<file path="src/rtl/ddf_pkg.sv">
// Shared definitions for the one-producer / two-flux dataflow switch.
package ddf_pkg;

    localparam int DEF_WIDTH     = 8;  // data token width
    localparam int DEF_WIDTH_NDA = 8;  // control token width (only bit 0 matters)

    // CTRL: waiting for a routing token; DATA: waiting for a data token and room downstream.
    typedef enum logic {
        CTRL = 1'b0,
        DATA = 1'b1
    } state_t;

endpackage

</file>
<file path="src/rtl/ddf_out_reg.sv">
// Output register for one flux: holds the last token written and emits a
// one-cycle write strobe the cycle after a load.
import ddf_pkg::*;

module ddf_out_reg #(
    parameter int WIDTH = DEF_WIDTH
) (
    input  logic             ck,
    input  logic             rst,
    input  logic             load,
    input  logic [WIDTH-1:0] din,
    output logic [WIDTH-1:0] data,
    output logic             wr
);

    // Capture the token on load; strobe follows the load by exactly one cycle.
    always_ff @(posedge ck) begin
        // NOTE: sequential state uses <= so every register samples pre-edge values.
        if (rst) begin
            data <= '0;
            wr   <= 1'b0;
        end else begin
            wr <= load;
            if (load) data <= din;
        end
    end

endmodule

</file>
<file path="src/rtl/ddf_1p_2f_switch.sv">
// Routes each data token to flux 0 or flux 1 according to bit 0 of the
// matching control token. Tokens are consumed strictly in pairs, in order.
import ddf_pkg::*;

module ddf_1p_2f_switch #(
    parameter int WIDTH     = DEF_WIDTH,
    parameter int WIDTH_NDA = DEF_WIDTH_NDA
) (
    input  logic                 ck,
    input  logic                 rst,
    input  logic                 in_empty,
    output logic                 in_read,
    input  logic [WIDTH-1:0]     in_data,
    input  logic                 nda_empty,
    output logic                 nda_read,
    input  logic [WIDTH_NDA-1:0] nda_data,
    input  logic                 full0,
    input  logic                 full1,
    output logic                 wr0,
    output logic                 wr1,
    output logic [WIDTH-1:0]     out_data0,
    output logic [WIDTH-1:0]     out_data1
);

    state_t state;
    state_t state_nxt;
    logic   sel;
    logic   full_sel;
    logic   load0;
    logic   load1;

    // Only bit 0 of the control token steers; the upper bits are deliberately dropped.
    logic   unused_nda_bits;
    assign unused_nda_bits = ^nda_data;

    // Back-pressure only from the flux the pending token is bound for.
    assign full_sel = sel ? full1 : full0;

    // Next state and FIFO pops; reset forces both pops low.
    always_comb begin
        // NOTE: every output gets a default first so no path can infer a latch.
        state_nxt = state;
        nda_read  = 1'b0;
        in_read   = 1'b0;
        load0     = 1'b0;
        load1     = 1'b0;
        if (!rst) begin
            case (state)
                CTRL: begin
                    if (!nda_empty) begin
                        nda_read  = 1'b1;
                        state_nxt = DATA;
                    end
                end
                DATA: begin
                    if (!in_empty && !full_sel) begin
                        in_read   = 1'b1;
                        load0     = ~sel;
                        load1     = sel;
                        state_nxt = CTRL;
                    end
                end
                default: state_nxt = CTRL;
            endcase
        end
    end

    // State register and latched routing bit.
    always_ff @(posedge ck) begin
        if (rst) begin
            state <= CTRL;
            sel   <= 1'b0;
        end else begin
            state <= state_nxt;
            if (nda_read) sel <= nda_data[0];
        end
    end

    ddf_out_reg #(.WIDTH(WIDTH)) u_out0 (
        .ck   (ck),
        .rst  (rst),
        .load (load0),
        .din  (in_data),
        .data (out_data0),
        .wr   (wr0)
    );

    ddf_out_reg #(.WIDTH(WIDTH)) u_out1 (
        .ck   (ck),
        .rst  (rst),
        .load (load1),
        .din  (in_data),
        .data (out_data1),
        .wr   (wr1)
    );

endmodule

</file>
<file path="config.mk">
export PLATFORM = sky130hd
export DESIGN_NAME = ddf_1p_2f_switch
export DESIGN_NICKNAME = d
export VERILOG_FILES = /design/src/rtl/ddf_pkg.sv /design/src/rtl/ddf_out_reg.sv /design/src/rtl/ddf_1p_2f_switch.sv
export SDC_FILE = /design/constraint.sdc
export NUM_CORES = 1
export LEC_CHECK = 0
export CORE_ASPECT_RATIO = 1.25
export CORE_MARGIN = 2
export CORE_UTILIZATION = 30
export CTS_CLUSTER_SIZE = 20
export DETAILED_ROUTE_END_ITERATION = 8
export GPL_ROUTABILITY_DRIVEN = 0
export PLACE_DENSITY_LB_ADDON = 0.2
export SYNTH_ARGS = -nofsm -noshare
export SYNTH_HDL_FRONTEND = slang
export SYNTH_HIERARCHICAL = 1
export SYNTH_SLANG_ARGS = --single-unit
</file>
<file path="constraint.sdc">
create_clock -name ck -period 2.7 [get_ports ck]
set_input_delay 0.405 -clock ck [delete_from_list [all_inputs] [get_ports ck]]
set_output_delay 0.405 -clock ck [all_outputs]
set_load 0.05 [all_outputs]
</file>
# Yosys cells after proc, flatten, opt, wreduce, memory -nomap -nowiden
# Cells that the tools add are included.
# word_totals
register_bits	20
input_bits	22
out_inout_bits	20
word_cells	26
# op_classes
muxes	15
bitwise	2
reduce_logical	3
# ops
cell	count
2-to-1 mux 1 bit	14
logical NOT 1 bit	2
inverter 1 bit	2
case mux 1 bit (2 select lines)	1
logical AND 1 bit	1

# Longest topological paths before layout
# Gate-level depths: netlist of run 1.
# depth
depth_word	6
depth_mapped	5
depth_no_buf	4

# Modules after synthesis
# The synthesis of run 1 kept the hierarchy.
# modules_own_cells
mod	n_inst	cells_each	area_per_inst_um2	seq_area_each_um2
ddf_out_reg	2	28	312.8	180.2
ddf_1p_2f_switch	1	14	127.6	40.0

# Worst setup path after synthesis of run 1
# Ideal clock, no wire load.
# synth_timing
path_type	input port to output port
start	input in_empty
end	output in_read
arrival_ns	1.538
required_ns	2.295
path_slack_ns	0.757
path_stages	2
path_cell_list	or3b_1 -> nor2b_1
# synth_between
elab_chain_cells	5
# synth_lines
item	line_no	rtl
from (decl)	ddf_1p_2f_switch.sv:11	input logic in_empty,
logical NOT 1 bit	ddf_1p_2f_switch.sv:56	if (!in_empty && !full_sel) begin
logical AND 1 bit	ddf_1p_2f_switch.sv:56	
2-to-1 mux 1 bit	ddf_1p_2f_switch.sv:56	
2-to-1 mux 1 bit	ddf_1p_2f_switch.sv:48	case (state)
2-to-1 mux 1 bit	ddf_1p_2f_switch.sv:47	if (!rst) begin
to (decl)	ddf_1p_2f_switch.sv:12	output logic in_read,
# No other way between the ends.

# Worst setup path after layout of run 1
# Ends and elaborated chain as after synthesis.

==> results.md, run 1 <==
- Placed insts: 136
- Fillers: 240
- Yosys cell types: 15
- Fin cells: 140
- Hold Path Origin: u_out1/data[6]
- Tot GR Track Use: 10.8%
- Number of global-route vias before repair: 576
- Slew @ Worst Pin: just over 0.5 ns
- # DRC: 0
- Power consumption: 0.607 mW
- Detail Route Antenna Nets: 0
- Worst-path fanout max: 3
- Setup TNS: 0 ns
- Starting Density: 31.4%
- PortBufs: 34
- Hold Fails Final Rpt: 0
- Crit Path Class: in2out
- Ys async rst share: 0%
- Max-slew violation count: 0
- Final period util: 76.1%
- Minimum clock period: 2.05 ns
- Synthesized area: 753 sq um
- Status: complete, no violations
- Placed Area: 1150 sq um
- Post-synthesis mux area share: 22.6%
- Avg Inst Size Synth: ~11 sq um
- Compound-Gate Fraction of Synth Area: 2.49%
- Top cell type's share of synthesized area: between 50% and 60%
- Synthesized flop and latch total: 20
- Clk buf depth: 2
- Die Y: 60.0 microns
- Number of synthesized flops with an enable pin: 0
- Synth Net Count: 92
- WL final: 1.47 mm
- Antenna Cells: 0
- PwrDens: 505 nW/um^2
- Number of setup buffers added after CTS: 0
- Critical Path RT: 2.30 ns
- Most used DFF post-synth: dfxtp_1
- Fraction of layout cells with a size suffix above 1: 12.1%
- Crit-path cells: clkdlybuf4s50_1 -> or3b_1 -> nor2b_1 -> buf_12
- Yosys warns: 6
- Reg2Reg Depth: 5
- Clock sink count: 20
- Final setup viols: 0
- Max incr delay on CP: 0.44 ns
- Clock buffer count from CTS: 3
- Die span in x: 48.8 microns
- Multi-input gate area: 322 sq um
- Pleak: roughly 0.42 nW
- Largest family of logic cells by synthesized area: multiplexers
- Hold depth: 2
- CTS clk-pin slew, worst paths: 0.10 ns
- CP arrival: 1.65 ns
- HP Class: reg2reg
- Vias/cell: 4.26
- Die area: about 2900 sq um
- Layout Nets: 130
- Simple-gate portion of the synthesized area: 16.9%
- First-pass GRT wire length: approximately 2.4 mm
- Hold EP: u_out1/data[6]
- Global route total overflow: 0
- Final Cell Area: 1200 sq um
- Peak VDD IR: 0.327 mV
- Initial antenna violation count: 0
- Slew headroom: 66.2%
- Max_cap viols: 0
- Post-DP HPWL: about 1.1 mm
- Io pins: 42
- Total iterations of the first detailed-routing run: 4
- Xor/xnor share of the synthesized area: 0%
- Gate Count Post-Synth: 70
- Top-count cell post-synth: dfxtp_1
- Cell Rows: 20
- Yosys top cell by area: dfxtp_1
- Fmax: 487 MHz
- Seq/Total Area, Yosys: 53.2%
- Reg2reg end: u_out1/data[3]
- Iter 0 DRT Violations: 5
- CTS tree: yes
- Via count: 597
- Pin count of the biggest net entering global routing: 22
- P&R area growth vs syn: 59.6%
- Setup crit start kind: primary input
- Post-CTS Resized: 0
- Clock root cell: clkbuf_4
- Unrepaired setup endpoints after global routing: no
- Worst skew pair latency: 0.29 ns
- Sequential standard cell area: between 400 and 500 sq um
- Critical Path Slowest Stage Cell: or3b_1
- Setup crit end kind: output port
- Synth area leaders: dfxtp_1 (53%), mux2i_1 (23%), nor2_1 (8.0%)
- Synth Area in Adders: 0%
- CTS Hold Bufs: 0
- Clock Skews: ~0.01 ns
- Reg2reg setup slack: roughly 1.1 ns
- Core area: 2400 sq um
- Wire length per cell: 10.5 microns
- Reg2reg start: state
- H-tree depth: 1
- Final Util: 50.1%
- Synth top cells by count: dfxtp_1 (20), mux2i_1 (17), nor2_1 (16), nor2b_1 (3)
how the worst max path moves through the flow:
stage | from | to | slack (ns) | cells past startpoint
after CTS | in_empty | in_read | 0.63 | 4
final | in_empty | in_read | 0.65 | 4
after detailed placement | in_empty | u_out1/data[3] | 0.65 | 6
after global placement | in_empty | in_read | 0.63 | 4
after floorplan | in_empty | in_read | 0.76 | 2
after global routing | in_empty | in_read | 0.62 | 4
through the flow:
| stage | setup WS [ns] | hold WS [ns] |
|---|---|---|
| after floorplan | 0.757 | 0.474 |
| after global placement | 0.630 | 0.474 |
| after global routing | 0.618 | 0.545 |
| after detailed placement | 0.649 | 0.482 |
| after CTS | 0.634 | 0.508 |
| final | 0.645 | 0.502 |
worst max-delay path, delay by kind of cell:
kind | cells | cell delay, ns
buffers and inverters | 2 | 0.58
and+or+nand+nor | 2 | 0.67
state kept, by name, summed over array words and instances, names as in the netlist:
name / count
u_out0/wr: 1
sel: 1
u_out0/data: 8
u_out1/data: 8
state: 1
u_out1/wr: 1
cell type report:
cell class                 instances  share of cell area, %
clock buffer                       3                   1.87
clock inverter                     1                   2.50
inverter                           1                  0.312
multi-input combinational         45                   26.7
sequential                        20                   33.3
tap                               33                   3.43
timing repair buffer              37                   31.8
cell families (layout without fill, tap and decap cells):
group	Yosys count	after routing
and+or+nand+nor	25	25
DFF	20	20
muxes	17	17
buffers and inverters	5	42
AOI/OAI and AO/OA	3	3
layer usage:
metal | up-vias | part of all wire [%] | GRT usage (%)
li1 | 308 | - | -
met1 | 270 | 41 | 11.6
met2 | 17 | 52 | 19.4
met3 | 2 | 6.2 | 2.75
met4 | 0 | 1.2 | 6.12
met5 | - | 0 | 0
power breakdown:
part	internal [mW]	leakage (nW)	switching, mW
sequential	0.299	0.162	0.00374
clock	0.150	0.0279	0.0879
combinational	0.0357	0.229	0.0304
total	0.485	0.419	0.122
layout by cell type (no fill, tap or decap):
cell,Yosys,routed
nor3_1,2,1
a21oi_1,1,1
nor2b_1,3,3
clkdlybuf4s50_1,0,32
or3b_2,1,1
nor3b_2,1,1
clkbuf_4,0,3
inv_1,1,1
o21ai_0,1,1
dfxtp_1,20,20
buf_12,0,2
mux2i_1,17,17
nor2_1,16,16
or3b_1,1,1
bufinv_16,0,1
nor3_2,0,1
buf_4,0,3
and2b_2,1,1
a311oi_1,1,1
No activity file was read; power rests on OpenSTA's default activity.
==> run 2: changes to the inputs <==
==> constraint.sdc (replaced) <==
create_clock -name ck -period 2.1 [get_ports ck]
set_input_delay 0.315 -clock ck [delete_from_list [all_inputs] [get_ports ck]]
set_output_delay 0.315 -clock ck [all_outputs]
set_load 0.05 [all_outputs]
==> results.md, run 2 (synthesis gave the netlist of run 1 again) <==
- Status: complete, no violations
- Via count: 594
- Post-DP HPWL: 1.16 mm
- Setup crit start kind: primary input
- Max_cap viols: 0
- Die area: 2930 sq um
- Reg2reg start: state
- CTS clk-pin slew, worst paths: 0.10 ns
- Clock Skews: 0.0164 ns
- Vias/cell: 4.24
- Number of global-route vias before repair: 583
- Iter 0 DRT Violations: 3
- Pin count of the biggest net entering global routing: 22
- Crit Path Class: in2out
- Final setup viols: 0
- HP Class: reg2reg
- P&R area growth vs syn: 59.6%
- Final period util: 89.3%
- PortBufs: 34
- Worst skew pair latency: 0.30 ns
- Pleak: 0.419 nW
- Setup TNS: 0 ns
- Initial antenna violation count: 0
- Clock sink count: 20
- Reg2Reg Depth: 5
- Core area: 2400 sq um
- H-tree depth: 1
- Minimum clock period: 1.87 ns
- Clk buf depth: 2
- Placed Area: 1150 sq um
- Slew @ Worst Pin: 0.498 ns
- Peak VDD IR: 0.395 mV
- Hold Path Origin: u_out1/data[6]
- Hold depth: 2
- Total iterations of the first detailed-routing run: 2
- Slew headroom: 66.7%
- Unrepaired setup endpoints after global routing: no
- Global route total overflow: 0
- Clock root cell: clkbuf_4
- Post-CTS Resized: 0
- Max-slew violation count: 0
- Fmax: 533 MHz
- Most common cell after layout, fill and taps aside: clkdlybuf4s50_1
- Hold Fails Final Rpt: 0
- Fillers: roughly 240
- Setup crit end kind: output port
- Critical Path RT: 1.78 ns
- DP Worst Slack: between 0.15 and 0.2 ns
- CP arrival: 1.56 ns
- Worst hold slack: approximately 0.5 ns
- Fraction of layout cells with a size suffix above 1: about an eighth
- CTS tree: yes
- Biggest regs: u_out0/data: 8 flops, u_out1/data: 8 flops
- PwrDens: between 600 and 700 nW/um^2
- Wire length per cell: 10.7 microns
- Tot GR Track Use: 11.5%
- CTS Hold Bufs: 0
- Detail Route Antenna Nets: 0
- Final Cell Area: 1200 sq um
- Critical Path Source: in_empty
- Most frequent cells in the layout: clkdlybuf4s50_1 (32), dfxtp_1 (20), mux2i_1 (17), nor2_1 (16)
- Worst Setup Slack, final: 0.225 ns
- Worst-path fanout max: 3
- Starting Density: a little under a third
- Clock buffer count from CTS: 3
- WL final: 1.50 mm
- Io pins: 42
- Cell Rows: 20
- Die span in x: 48.8 microns
- Layout Nets: 130
- Die Y: 60.0 microns
- Number of setup buffers added after CTS: 0
- # DRC: 0
- Antenna Cells: 0
- First-pass GRT wire length: 2.48 mm
==> run 2: where the power goes <==
group	total (mW)	internal, mW	switching, mW
clock	0.306	0.193	0.113
combinational	0.0852	0.0459	0.0392
sequential	0.390	0.385	0.00485
==> run 2: routing by layer <==
metal / vias up / global-route usage, % / wire [microns]
met5: - / 0 / 0
li1: 310 / - / -
met4: 0 / 8.57 / 18
met1: 265 / 12.3 / 619
met3: 2 / 2.50 / 77
met2: 17 / 20.4 / 786
==> run 2: critical path, cell delays in order <==
cell and delay [ns]:
clkdlybuf4s50_1 0.41, or3b_1 0.44, nor2b_1 0.23, buf_12 0.17
==> run 2: worst paths after layout <==
| check | to | slack [ns] |
|---|---|---|
| max | in_read | 0.23 |
| min | u_out1/data[6] | 0.50 |
| max reg2reg | u_out1/data[1] | 0.50 |
| min reg2reg | u_out1/data[6] | 0.50 |
==> run 2: layout make-up <==
type	instances	area (sq um)	share of cell area (%)
repair buffers	37	383	31.8
clock buffers	3	22.5	1.87
flip-flops and latches	20	400	33.3
multi-input cells	45	322	26.7
clock inverters	1	30.0	2.50
well taps	33	41.3	3.43
inverters	1	3.75	0.312
==> run 2: through the flow <==
stage / instances / total power [mW] / utilization (%)
floorplan: 70 / 0.436 / -
finish: 140 / 0.781 / 50.1
global placement: 136 / 0.483 / 47.9
detailed placement: 136 / 0.485 / 47.9
CTS: 140 / 0.790 / 50.1
global route: 140 / 0.816 / 50.1
==> run 3: changes to the inputs <==
--- a/config.mk
+++ b/config.mk
@@ -10,8 +10,8 @@
 export CORE_UTILIZATION = 30
 export CTS_CLUSTER_SIZE = 20
 export DETAILED_ROUTE_END_ITERATION = 8
-export GPL_ROUTABILITY_DRIVEN = 0
 export PLACE_DENSITY_LB_ADDON = 0.2
+export SKIP_CTS_REPAIR_TIMING = 1
 export SYNTH_ARGS = -nofsm -noshare
 export SYNTH_HDL_FRONTEND = slang
 export SYNTH_HIERARCHICAL = 1
==> results of run 3 <==
The final DEF is identical to that of run 2; final timing and power are the same.
==> RTL change: new RTL, config.mk and constraints of run 1 <==
Change the package constant `DEF_WIDTH` from 8 to 12.
--- a/src/rtl/ddf_pkg.sv
+++ b/src/rtl/ddf_pkg.sv
@@ -2,5 +2,5 @@
 package ddf_pkg;
 
-    localparam int DEF_WIDTH     = 8;  // data token width
+    localparam int DEF_WIDTH     = 12;  // data token width
     localparam int DEF_WIDTH_NDA = 8;  // control token width (only bit 0 matters)
 
Interface: changed (resized in_data, out_data0 and out_data1); port bits go from 42 to 54. No check against the original RTL was run, so the function may have changed too.
==> RTL change against run 1 <==
Sequential power rose by 39%; synthesized area rose by 41%; design area rose by 35%; largest power group unchanged; worst setup slack got worse by 0.031 ns; power rose by 25%; wire length rose by 61%; count of clock-buffer cells in the layout rose by 1; global-route usage rose by 1.4 points; sequential cell count rose by 8; hold slack got worse by 0.0015 ns; maximum frequency fell by 1.5%.
==> RTL change: results (changes against run 1) <==
Parameter                              Value

Global route
  Total global routing track utilization ... 12.14% (was 10.78%)
  Via count of the first global-routing pass ... 883 (was 576)
  First-pass GRT wire length ... 3926 um (was 2394 um)
  Global routing met2 resource utilization ... 20.69% (was 19.37%)
  Largest net degree at the start of global routing ... 30 (was 22)
  Met3 Use GR ... 2.559% (was 2.750%)

Drt
  Vias per cell ... 4.636 (was 4.264)
  Starting DRT DRC Count ... 4 (was 5)
  Routed wire length on met2 ... 1201 um (was 762 um)
  Routed wirelength normalized by instance count ... 12.90 um (was 10.51 um)
  Routed length on met1 ... 1012 um (was 600 um)
  Total number of vias ... 853 (was 597)

CTS
  Root buffer selected by CTS ... clkbuf_8 (was clkbuf_4)
  Worst-skew pair later-pin latency ... 0.26 ns (was 0.29 ns)

STA
  Transition time at the pin with the least slew margin ... 0.5346 ns (was 0.5057 ns)
  Final-layout worst hold slack ... 0.5001 ns (was 0.5016 ns)
  Post-Route Skew ... 0.002530 ns (was 0.009802 ns)

Synth
  Main area contributors after synthesis ... dfxtp_1 53%, mux2i_1 24%, nor2_1 8.5% (was dfxtp_1 53%, mux2i_1 23%, nor2_1 8.0%)
  Proportion of synthesized chip area in sequential cells ... 52.71% (was 53.16%)
  Synth cell count leaders ... 28 x dfxtp_1, 25 x mux2i_1, 24 x nor2_1, 3 x nor2b_1 (was 20 x dfxtp_1, 17 x mux2i_1, 16 x nor2_1, 3 x nor2b_1)
  Synth cell types ... 16 (was 15)
  Net count after synthesis ... 122 (was 92)
  Cell count after synthesis ... 96 (was 70)

Worst setup path
  Setup slack of the worst register-to-register path ... 1.03 ns (was 1.11 ns)
  Slowest Stage Delay on Critical Path ... 0.45 ns
  Worst EP arrival ... 1.68 ns (was 1.65 ns)
  Reg-to-reg critical path endpoint ... u_out1/data[6] (was u_out1/data[3])

Min path
  Hold Startpoint ... u_out0/data[10] (was u_out1/data[6])
  Hold-critical path endpoint ... u_out0/data[10] (was u_out1/data[6])

Pwr
  Maximum ir drop on the vdd rail ... 270.3 uV (was 327.4 uV)
  LEAKAGE ... 0.5624 nW (was 0.4189 nW)

Placement
  HPWL after detailed placement ... 1751 um (was 1120 um)
  IO buf count ... 46 (was 34)
  Worst setup slack before clock tree synthesis ... 0.5539 ns (was 0.6490 ns)
  Number of cells in the design after placement ... 180 (was 136)

Final layout
  Share of layout cells above drive strength 1 ... 10.34% (was 12.15%)
  Layout Nets ... 172 (was 130)

Outcome
  Result of the run ... complete, no violations (unchanged)
RTL change: worst max-delay path by stage:
stage               startpoint              to  slack, ns  cells past startpoint
finish                in_empty         in_read       0.61                      4
global route          in_empty         in_read       0.57                      4
CTS                   in_empty         in_read       0.61                      4
detailed placement    in_empty  u_out1/data[6]       0.55                      6
global placement      in_empty  u_out1/data[6]       0.60                      6
floorplan             in_empty         in_read       0.76                      2
RTL change: where the power goes:
group	internal (mW)	leakage, nW	switching, mW
Clock	0.130	0.0288	0.122
Combinational	0.0446	0.307	0.0405
Sequential	0.418	0.226	0.00418
Total	0.593	0.562	0.167
RTL change: layout make-up:
| class | count | area (sq um) |
|---|---|---|
| sequential | 28 | 560.5 |
| multi-input combinational | 61 | 431.7 |
| timing repair buffer | 51 | 518.0 |
| clock buffer | 4 | 55.05 |
| inverter | 1 | 3.754 |
| fill | 339 | 1836 |
| tap | 39 | 48.80 |
RTL change: logic make-up after synthesis:
logic type	synth area share, %
compound gates	1.764
buf+inv	7.176
flops	52.71
mux	23.53
simple gates	14.82
